`src/rtl/joy2quad_multi.sv`:
```
// Multi-channel joystick-to-quadrature steering emulator with a per-channel acceleration ramp.
// Define JOY2QUAD_POS_EN to add the per-channel signed net step counter output 'pos'.

module joy2quad_chan #(
    parameter int DIV_W      = 16,
    parameter int RAMP_STEPS = 3,
    parameter int RAMP_HOLD  = 4
) (
    input  logic             CLK,
    input  logic             Reset_n,
    input  logic [DIV_W-1:0] clkdiv,
    input  logic             right,
    input  logic             left,
    output logic [1:0]       steer,
    output logic             step_stb,
`ifdef JOY2QUAD_POS_EN
    output logic [7:0]       pos,
`endif
    output logic [2:0]       level
);
    localparam int HW = (RAMP_HOLD > 1) ? $clog2(RAMP_HOLD) : 1;
    localparam logic [HW-1:0] HOLD_MAX = HW'(RAMP_HOLD - 1);
    localparam logic [2:0]    LVL_MAX  = 3'(RAMP_STEPS - 1);

    typedef enum logic {IDLE, RUN} state_t;

    state_t           state_q;
    logic             neg_q;
    logic [DIV_W-1:0] div_q;
    logic [HW-1:0]    hold_q;
    logic [2:0]       level_q;
    logic [1:0]       steer_q;
    logic             stb_q;
`ifdef JOY2QUAD_POS_EN
    logic [7:0]       pos_q;
`endif

    logic             req, req_neg, div_hit;
    logic [DIV_W-1:0] base, shifted, iv;
    logic [1:0]       idx, idx_d, steer_d;

    assign req     = right ^ left;
    assign req_neg = left;
    assign base    = (clkdiv == '0) ? DIV_W'(1) : clkdiv;
    assign shifted = base >> level_q;
    assign iv      = (shifted == '0) ? DIV_W'(1) : shifted;
    // >= so a shrinking clkdiv mid-count fires the step at once instead of wrapping
    assign div_hit = (div_q >= iv - DIV_W'(1));

    // Gray <-> binary so the phase can be stepped as a plain 2-bit counter
    assign idx     = {steer_q[1], steer_q[1] ^ steer_q[0]};
    assign idx_d   = neg_q ? idx - 2'd1 : idx + 2'd1;
    assign steer_d = {idx_d[1], idx_d[1] ^ idx_d[0]};

    always_ff @(posedge CLK or negedge Reset_n) begin
        if (!Reset_n) begin
            state_q <= IDLE;
            neg_q   <= 1'b0;
            div_q   <= '0;
            hold_q  <= '0;
            level_q <= '0;
            steer_q <= '0;
            stb_q   <= 1'b0;
`ifdef JOY2QUAD_POS_EN
            pos_q   <= '0;
`endif
        end else begin
            stb_q <= 1'b0;
            case (state_q)
                IDLE: begin
                    div_q   <= '0;
                    hold_q  <= '0;
                    level_q <= '0;
                    if (req) begin
                        state_q <= RUN;
                        neg_q   <= req_neg;
                    end
                end
                RUN: begin
                    if (!req) begin
                        state_q <= IDLE;
                        div_q   <= '0;
                        hold_q  <= '0;
                        level_q <= '0;
                    end else if (req_neg != neg_q) begin
                        neg_q   <= req_neg;
                        div_q   <= '0;
                        hold_q  <= '0;
                        level_q <= '0;
                    end else if (div_hit) begin
                        steer_q <= steer_d;
                        stb_q   <= 1'b1;
                        div_q   <= '0;
`ifdef JOY2QUAD_POS_EN
                        pos_q   <= neg_q ? pos_q - 8'd1 : pos_q + 8'd1;
`endif
                        if (hold_q == HOLD_MAX && level_q < LVL_MAX) begin
                            level_q <= level_q + 3'd1;
                            hold_q  <= '0;
                        end else if (hold_q != HOLD_MAX) begin
                            hold_q  <= hold_q + HW'(1);
                        end
                    end else begin
                        div_q <= div_q + DIV_W'(1);
                    end
                end
                default: state_q <= IDLE;
            endcase
        end
    end

    assign steer    = steer_q;
    assign step_stb = stb_q;
    assign level    = level_q;
`ifdef JOY2QUAD_POS_EN
    assign pos      = pos_q;
`endif
endmodule

module joy2quad_multi #(
    parameter int CHANNELS   = 2,
    parameter int DIV_W      = 16,
    parameter int RAMP_STEPS = 3,
    parameter int RAMP_HOLD  = 4
) (
    input  logic                  CLK,
    input  logic                  Reset_n,
    input  logic [DIV_W-1:0]      clkdiv,
    input  logic [CHANNELS-1:0]   right,
    input  logic [CHANNELS-1:0]   left,
    output logic [2*CHANNELS-1:0] steer,
    output logic [CHANNELS-1:0]   step_stb,
`ifdef JOY2QUAD_POS_EN
    output logic [8*CHANNELS-1:0] pos,
`endif
    output logic [3*CHANNELS-1:0] level
);
    for (genvar c = 0; c < CHANNELS; c++) begin : g_ch
        joy2quad_chan #(
            .DIV_W     (DIV_W),
            .RAMP_STEPS(RAMP_STEPS),
            .RAMP_HOLD (RAMP_HOLD)
        ) u_ch (
            .CLK     (CLK),
            .Reset_n (Reset_n),
            .clkdiv  (clkdiv),
            .right   (right[c]),
            .left    (left[c]),
            .steer   (steer[2*c+1:2*c]),
            .step_stb(step_stb[c]),
`ifdef JOY2QUAD_POS_EN
            .pos     (pos[8*c+7:8*c]),
`else
`endif
            .level   (level[3*c+2:3*c])
        );
    end
endmodule

```
`config.mk`:
```
export PLATFORM = sky130hd
export DESIGN_NAME = joy2quad_multi
export DESIGN_NICKNAME = d
export VERILOG_FILES = /design/src/rtl/joy2quad_multi.sv
export SDC_FILE = /design/constraint.sdc
export NUM_CORES = 1
export LEC_CHECK = 0
export ABC_AREA = 1
export CORE_MARGIN = 2
export CORE_UTILIZATION = 50
export DETAILED_ROUTE_END_ITERATION = 8
export HOLD_SLACK_MARGIN = 0.02
export PLACE_DENSITY = 0.69
export SLEW_MARGIN = 20
export SYNTH_ARGS = -nofsm -noshare
export SYNTH_HDL_FRONTEND = slang
export SYNTH_SLANG_ARGS = --single-unit
export TNS_END_PERCENT = 10
```
`constraint.sdc`:
```
create_clock -name CLK -period 9.8 [get_ports CLK]
set_input_delay 2.45 -clock CLK [delete_from_list [all_inputs] [get_ports CLK]]
set_output_delay 2.45 -clock CLK [all_outputs]
set_load 0.02 [all_outputs]
```
==> results.txt, run 1 <==
CP Data Arrival Time: 7350 ps
WL/cell: 13.0 um
Max Freq: 0.141 GHz
root cell of the clock tree: clkbuf_8
post-synthesis cell area: 0.00528 mm2
number of CTS-inserted buffers: 5
share of cells above drive strength 1: 10.3%
final net count: 866
initial antenna violation count: 0
pwr dens: 158 mW/mm2
final WL: 12300 um
GPL Wtd Cong: 0.920
Syn Area/Cell: 6.75 um2
worst skew pair latency: 310 ps
endpoints failing hold: 0
I/O pins: 34
H-tree levels: 2
Synth warnings: 0
core area: 0.0103 mm2
Hold-fix buffers, CTS: 0
Synth Net Count: 844
Hold Path Class: reg -> reg
crit path capture type: flop
fin crit period: 7110 ps
row count: 37
Leakage: 2.74 nW
prevailing post-synth register cell: dfrtp_1
Area growth syn-to-layout: 9.27%
die area: 0.0114 mm2
RSZ-0062 raised after global routing: no
Multi-input gate area: 0.00348 mm2
crit share post-route: 72.6%
crit-path max FO: 18
antenna viol nets, final: 0
Worst-Margin Slew: 771 ps
status: complete, no violations
count of input and output buffers: 33
Vias/cell: 5.26
Clock transition at path regs: 100 ps
Crit Path Category: in -> reg
Die H: 107 um
setup TNS: 0 ps
# resized after CTS: 0
vias in the first global route: 5066
ant diodes: 0
Worst Clk Skew: 9.87 ps
via count: 4947
count of flip-flops with a built-in enable after synthesis: 0
GRT overflow: 0
Clock Path Buffers: 2
fin. max-slew vios: 0
Initial Utilization: 51.4%
# Post-CTS Setup Buffers: 0
DRC violations left: 0
Slew Limit Headroom: 48.4%
Yosys reg bits: 52
Max-cap violations: 0
maximum VDD drop: 103 uV
# placed instances: 933
Seq/Total Area, Yosys: 24.7%
1st-pass router iterations: 5
# fillers: 1049
DPL Wire Length: 9760 um
Tot GR Track Use: 23.4%
DIE WIDTH: 107 um
ys async rst share: 100%
clock tree sinks: 52
Post-Route Utilization: 56.1%
post-route insts no fill: 941
global-route wire length before repair: 22300 um
final setup fails: 0
FF+latch area: 0.00130 mm2
starting DRC count in detailed routing: 208
crit path launch type: primary input
count of different cell masters after synthesis: 43
post-synthesis instance total: 782
largest net degree at the start of global routing: 53
Critical Path RT: 10030 ps
CTS tree: built
==> sequential cells by signal (all words and copies together) (netlist names) <==
signal,count
g_ch.u_ch.div_q,32
g_ch.u_ch.hold_q,4
g_ch.u_ch.level,6
g_ch.u_ch.neg_q,2
g_ch.u_ch.state_q,2
g_ch.u_ch.steer,4
g_ch.u_ch.step_stb,2
==> worst paths after layout <==
check	startpoint	slack, ps	to	cells after the start
setup / recovery	clkdiv[14]	2690	g_ch[1].u_ch.hold_q[1]	23
hold / removal	g_ch[1].u_ch.div_q[0]	500	g_ch[1].u_ch.div_q[0]	1
setup reg to reg	g_ch[1].u_ch.level[0]	4490	g_ch[1].u_ch.hold_q[1]	23
hold reg to reg	g_ch[1].u_ch.div_q[0]	500	g_ch[1].u_ch.div_q[0]	1
max in group asynchronous	Reset_n	7100	g_ch[1].u_ch.div_q[15]	2
min in group asynchronous	Reset_n	2250	g_ch[0].u_ch.step_stb	2
==> final cells by class <==
class / count / area share [%]
timing repair buffer: 34 / 5.77
inverter: 91 / 5.99
sequential: 52 / 22.6
tap: 136 / 2.95
clock buffer: 5 / 1.19
multi-input combinational: 620 / 60.3
clock inverter: 3 / 1.19
==> stage by stage <==
stage / hold WS [ps] / area [um2] / setup slack, ps / power, mW
6_report: 501 / 5770 / 2690 / 0.911
4_1_cts: 508 / 5770 / 2710 / 0.917
3_5_place_dp: 483 / 5630 / 2400 / 0.731
3_3_place_gp: 474 / 5630 / 2590 / 0.724
2_1_floorplan: 454 / 5280 / 4120 / 0.630
5_1_grt: 529 / 5770 / 2190 / 1.00
==> worst max-delay path, stage by stage <==
cell and delay, ps:
clkdlybuf4s50_1 650, nand2_1 120, nand3_1 130, nand2_1 90, o21ai_1 280, nor2_1 150
a41oi_4 420, ha_1 220, inv_1 60, nor3_2 320, nand3_2 170, nor3_2 190
xor2_1 200, ha_1 260, nand2_1 70, inv_1 40, nand3_1 80, inv_1 50
a21oi_1 180, nand4_1 640, o31ai_1 390, nand2_1 100, o21ai_0 90
==> metal layers <==
layer	vias up	share of wire, %	global-route usage (%)
li1	2585	-	-
met1	2227	44	28.1
met2	103	51	43.6
met3	32	3.0	2.37
met4	0	2.5	7.42
met5	-	0	0
==> cells by family after synthesis <==
kind of cell,share of synthesized area [%]
buffers and inverters,9.41
xor gates and xnor gates,5.97
adders and majority gates,9.48
AOI/OAI and AO/OA,10.7
DFF,24.7
and+or+nand+nor,39.8
==> cell usage in the layout, fill, tap and decap left out, types with 4 or more instances in the layout <==
cell               n
nand4_1           15
ha_1              40
xnor2_1           10
clkdlybuf4s50_1   32
a21oi_1           45
clkbuf_8           5
dfrtp_1           52
nand2_2           11
nor3b_1            8
inv_2             11
o21ai_2            7
nand2_1          235
nor2_1            57
o21ai_0           21
nand3_2            9
inv_1             78
xor2_1            26
nor2_2            17
nor3_1            16
nor2_4             4
o21ai_1            8
nand3_1           62
==> Yosys cell counts, types with 2 or more instances <==
cell / n / area (um2)
nand2_2: 11 / 68.8
o21ai_0: 21 / 105
xor2_1: 26 / 228
o21bai_1: 2 / 15.0
nor2_4: 4 / 45.0
or3_1: 2 / 12.5
or2_1: 3 / 18.8
nand4_1: 15 / 93.8
o31ai_1: 2 / 15.0
buf_6: 7 / 78.8
nor3_2: 3 / 30.0
nand2_1: 235 / 882
inv_2: 11 / 41.3
nand3_1: 62 / 310
o21ai_2: 7 / 61.3
nor3_1: 16 / 80.1
nor3b_1: 8 / 60.1
nor3_4: 2 / 32.5
dfrtp_1: 52 / 1300
and2_1: 3 / 18.8
xnor2_1: 10 / 87.6
nor2_2: 17 / 106
buf_2: 4 / 20.0
nor2_1: 57 / 214
o211ai_1: 3 / 22.5
a21oi_1: 45 / 225
o21ai_1: 8 / 40.0
inv_1: 78 / 293
buf_4: 6 / 45.0
ha_1: 40 / 500
nand3_2: 9 / 90.1
clkbuf_1: 2 / 7.51
==> report_power, final <==
group          switching [mW]  total, mW  internal (mW)  leakage [nW]
Clock                  0.0786      0.182          0.103        0.0687
Combinational           0.321      0.481          0.160          1.96
Sequential             0.0268      0.249          0.222         0.711
Total                   0.426      0.911          0.485          2.74
Note: power is estimated with default switching activity, not from simulation.
==> run 2, diff against run 1 <==
--- a/config.mk
+++ b/config.mk
@@ -10,7 +10,7 @@
 export CORE_UTILIZATION = 50
 export DETAILED_ROUTE_END_ITERATION = 8
 export HOLD_SLACK_MARGIN = 0.02
-export PLACE_DENSITY = 0.69
+export PLACE_DENSITY = 0.72
 export SLEW_MARGIN = 20
 export SYNTH_ARGS = -nofsm -noshare
 export SYNTH_HDL_FRONTEND = slang
==> constraint.sdc (replaced) <==
create_clock -name CLK -period 5.85 [get_ports CLK]
set_input_delay 1.4625 -clock CLK [delete_from_list [all_inputs] [get_ports CLK]]
set_output_delay 1.4625 -clock CLK [all_outputs]
set_load 0.02 [all_outputs]
==> results.txt, run 2 (synthesis gave the netlist of run 1 again) <==
status: complete, no violations
GRT overflow: 0
number of CTS-inserted buffers: 5
Crit. Startpoint: clkdiv[10]
initial antenna violation count: 0
Reg-to-Reg Start: g_ch[0].u_ch.level[0]
final net count: 869
largest net degree at the start of global routing: 53
CP Capture Point: g_ch[0].u_ch.div_q[13]
final WL: 12400 um
Clock transition at path regs: 110 ps
core area: 0.0103 mm2
max reg flops: 32
fin crit period: 5340 ps
crit share post-route: 91.3%
GPL Wtd Cong: 0.920
via count: 5028
global-route wire length before repair: 21700 um
Max-cap violations: 0
# Post-CTS Setup Buffers: 0
row count: 37
Crit Path Category: in -> reg
ant diodes: 0
DPL Wire Length: 9820 um
Max Freq: 0.187 GHz
H-tree levels: 2
# placed instances: 936
die area: 0.0114 mm2
endpoints failing hold: 0
RSZ-0062 raised after global routing: no
crit path launch type: primary input
Vias/cell: 5.33
DIE WIDTH: 107 um
crit-path max FO: 16
Worst-Margin Slew: 712 ps
starting DRC count in detailed routing: 238
CP Data Arrival Time: 5580 ps
Area growth syn-to-layout: 8.94%
pwr dens: 254 mW/mm2
Slew Limit Headroom: 52.5%
# resized after CTS: 0
setup TNS: 0 ps
count of input and output buffers: 33
clock tree sinks: 52
maximum VDD drop: 133 uV
Die H: 107 um
cell depth of the worst flop-to-flop path: 24
post-route insts no fill: 944
worst reg-to-reg setup slack: 1390 ps
root cell of the clock tree: clkbuf_8
vias in the first global route: 4879
I/O pins: 34
Hold Path Class: reg -> reg
final setup fails: 0
Worst Clk Skew: 12.2 ps
antenna viol nets, final: 0
1st-pass router iterations: 5
Biggest register: g_ch.u_ch.div_q
Hold-fix buffers, CTS: 0
WL/cell: 13.2 um
worst skew pair latency: 310 ps
fin. max-slew vios: 0
CTS tree: built
Tot GR Track Use: 23.0%
crit path capture type: flop
most common cell after layout, fill and taps aside: nand2_1
Leakage: 2.73 nW
DRC violations left: 0
Initial Utilization: 51.4%
Clock Path Buffers: 2
worst reg2reg endpoint: g_ch[0].u_ch.div_q[13]
share of cells above drive strength 1: 10.6%
Critical Path RT: 6090 ps
most frequent cells in the layout: nand2_1, inv_1, nand3_1
run 2: cell count changes in the layout (fill, tap and decap cells not counted):
cell	change
buf_4	+3
bufinv_16	-2
clkinvlp_4	+2
clkbuf_8	+1
inv_6	-1
run 2: how the worst min path moves through the flow:
stage,start,endpoint,cells past startpoint
4_1_cts,g_ch[0].u_ch.div_q[0],g_ch[0].u_ch.div_q[0],1
5_1_grt,g_ch[0].u_ch.div_q[0],g_ch[0].u_ch.div_q[0],1
3_5_place_dp,g_ch[0].u_ch.hold_q[1],g_ch[0].u_ch.hold_q[1],2
6_report,g_ch[0].u_ch.hold_q[1],g_ch[0].u_ch.hold_q[1],2
2_1_floorplan,g_ch[0].u_ch.div_q[0],g_ch[0].u_ch.div_q[0],1
3_3_place_gp,g_ch[1].u_ch.hold_q[1],g_ch[1].u_ch.hold_q[1],2
run 2: cell type report:
class | count | area, um2
fillers | 1006 | 4530
flip-flops and latches | 52 | 1300
well taps | 136 | 170
inverters | 91 | 345
clock inverters | 2 | 15.0
multi-input cells | 620 | 3480
clock buffers | 6 | 82.6
repair buffers | 37 | 355
run 2: routing by layer:
layer  vias up  routed length (um)  global-route usage [%]
li1       2584                   -                       -
met1      2317                5650                    29.0
met2       106                6160                    41.4
met3        21                 390                    2.55
met4         0                 228                    6.68
met5         -                   0                       0
run 2: critical path, stage by stage:
cell	delay [ps]
clkdlybuf4s50_1	590
nand2_1	80
and2_1	190
nand2_1	60
nand2_1	80
o21ai_1	310
nor2_2	60
nand2_1	110
nor2_4	60
a31oi_2	260
ha_1	210
inv_1	70
nor2_4	150
nand3_2	120
nor2_4	130
nand2_1	70
xnor2_1	170
ha_1	270
nand4_1	120
inv_1	50
a21oi_1	240
nand4_1	220
buf_4	260
nor3_1	210
run 2: per-stage QoR:
step                area, um2  hold slack, ps  setup WS, ps  total power [mW]  utilization, %
detailed placement       5650             491           157              1.23            55.0
floorplan                5280             454          1160              1.06               -
finish                   5750             506           511              1.46            56.0
CTS                      5750             509           497              1.47            56.0
global route             5750             530          63.0              1.60            56.0
global placement         5650             471           273              1.21            55.0
run 2: power breakdown:
group	internal (mW)	total (mW)	switching [mW]
Clock	0.0961	0.225	0.129
Combinational	0.275	0.820	0.545
Sequential	0.372	0.416	0.0449
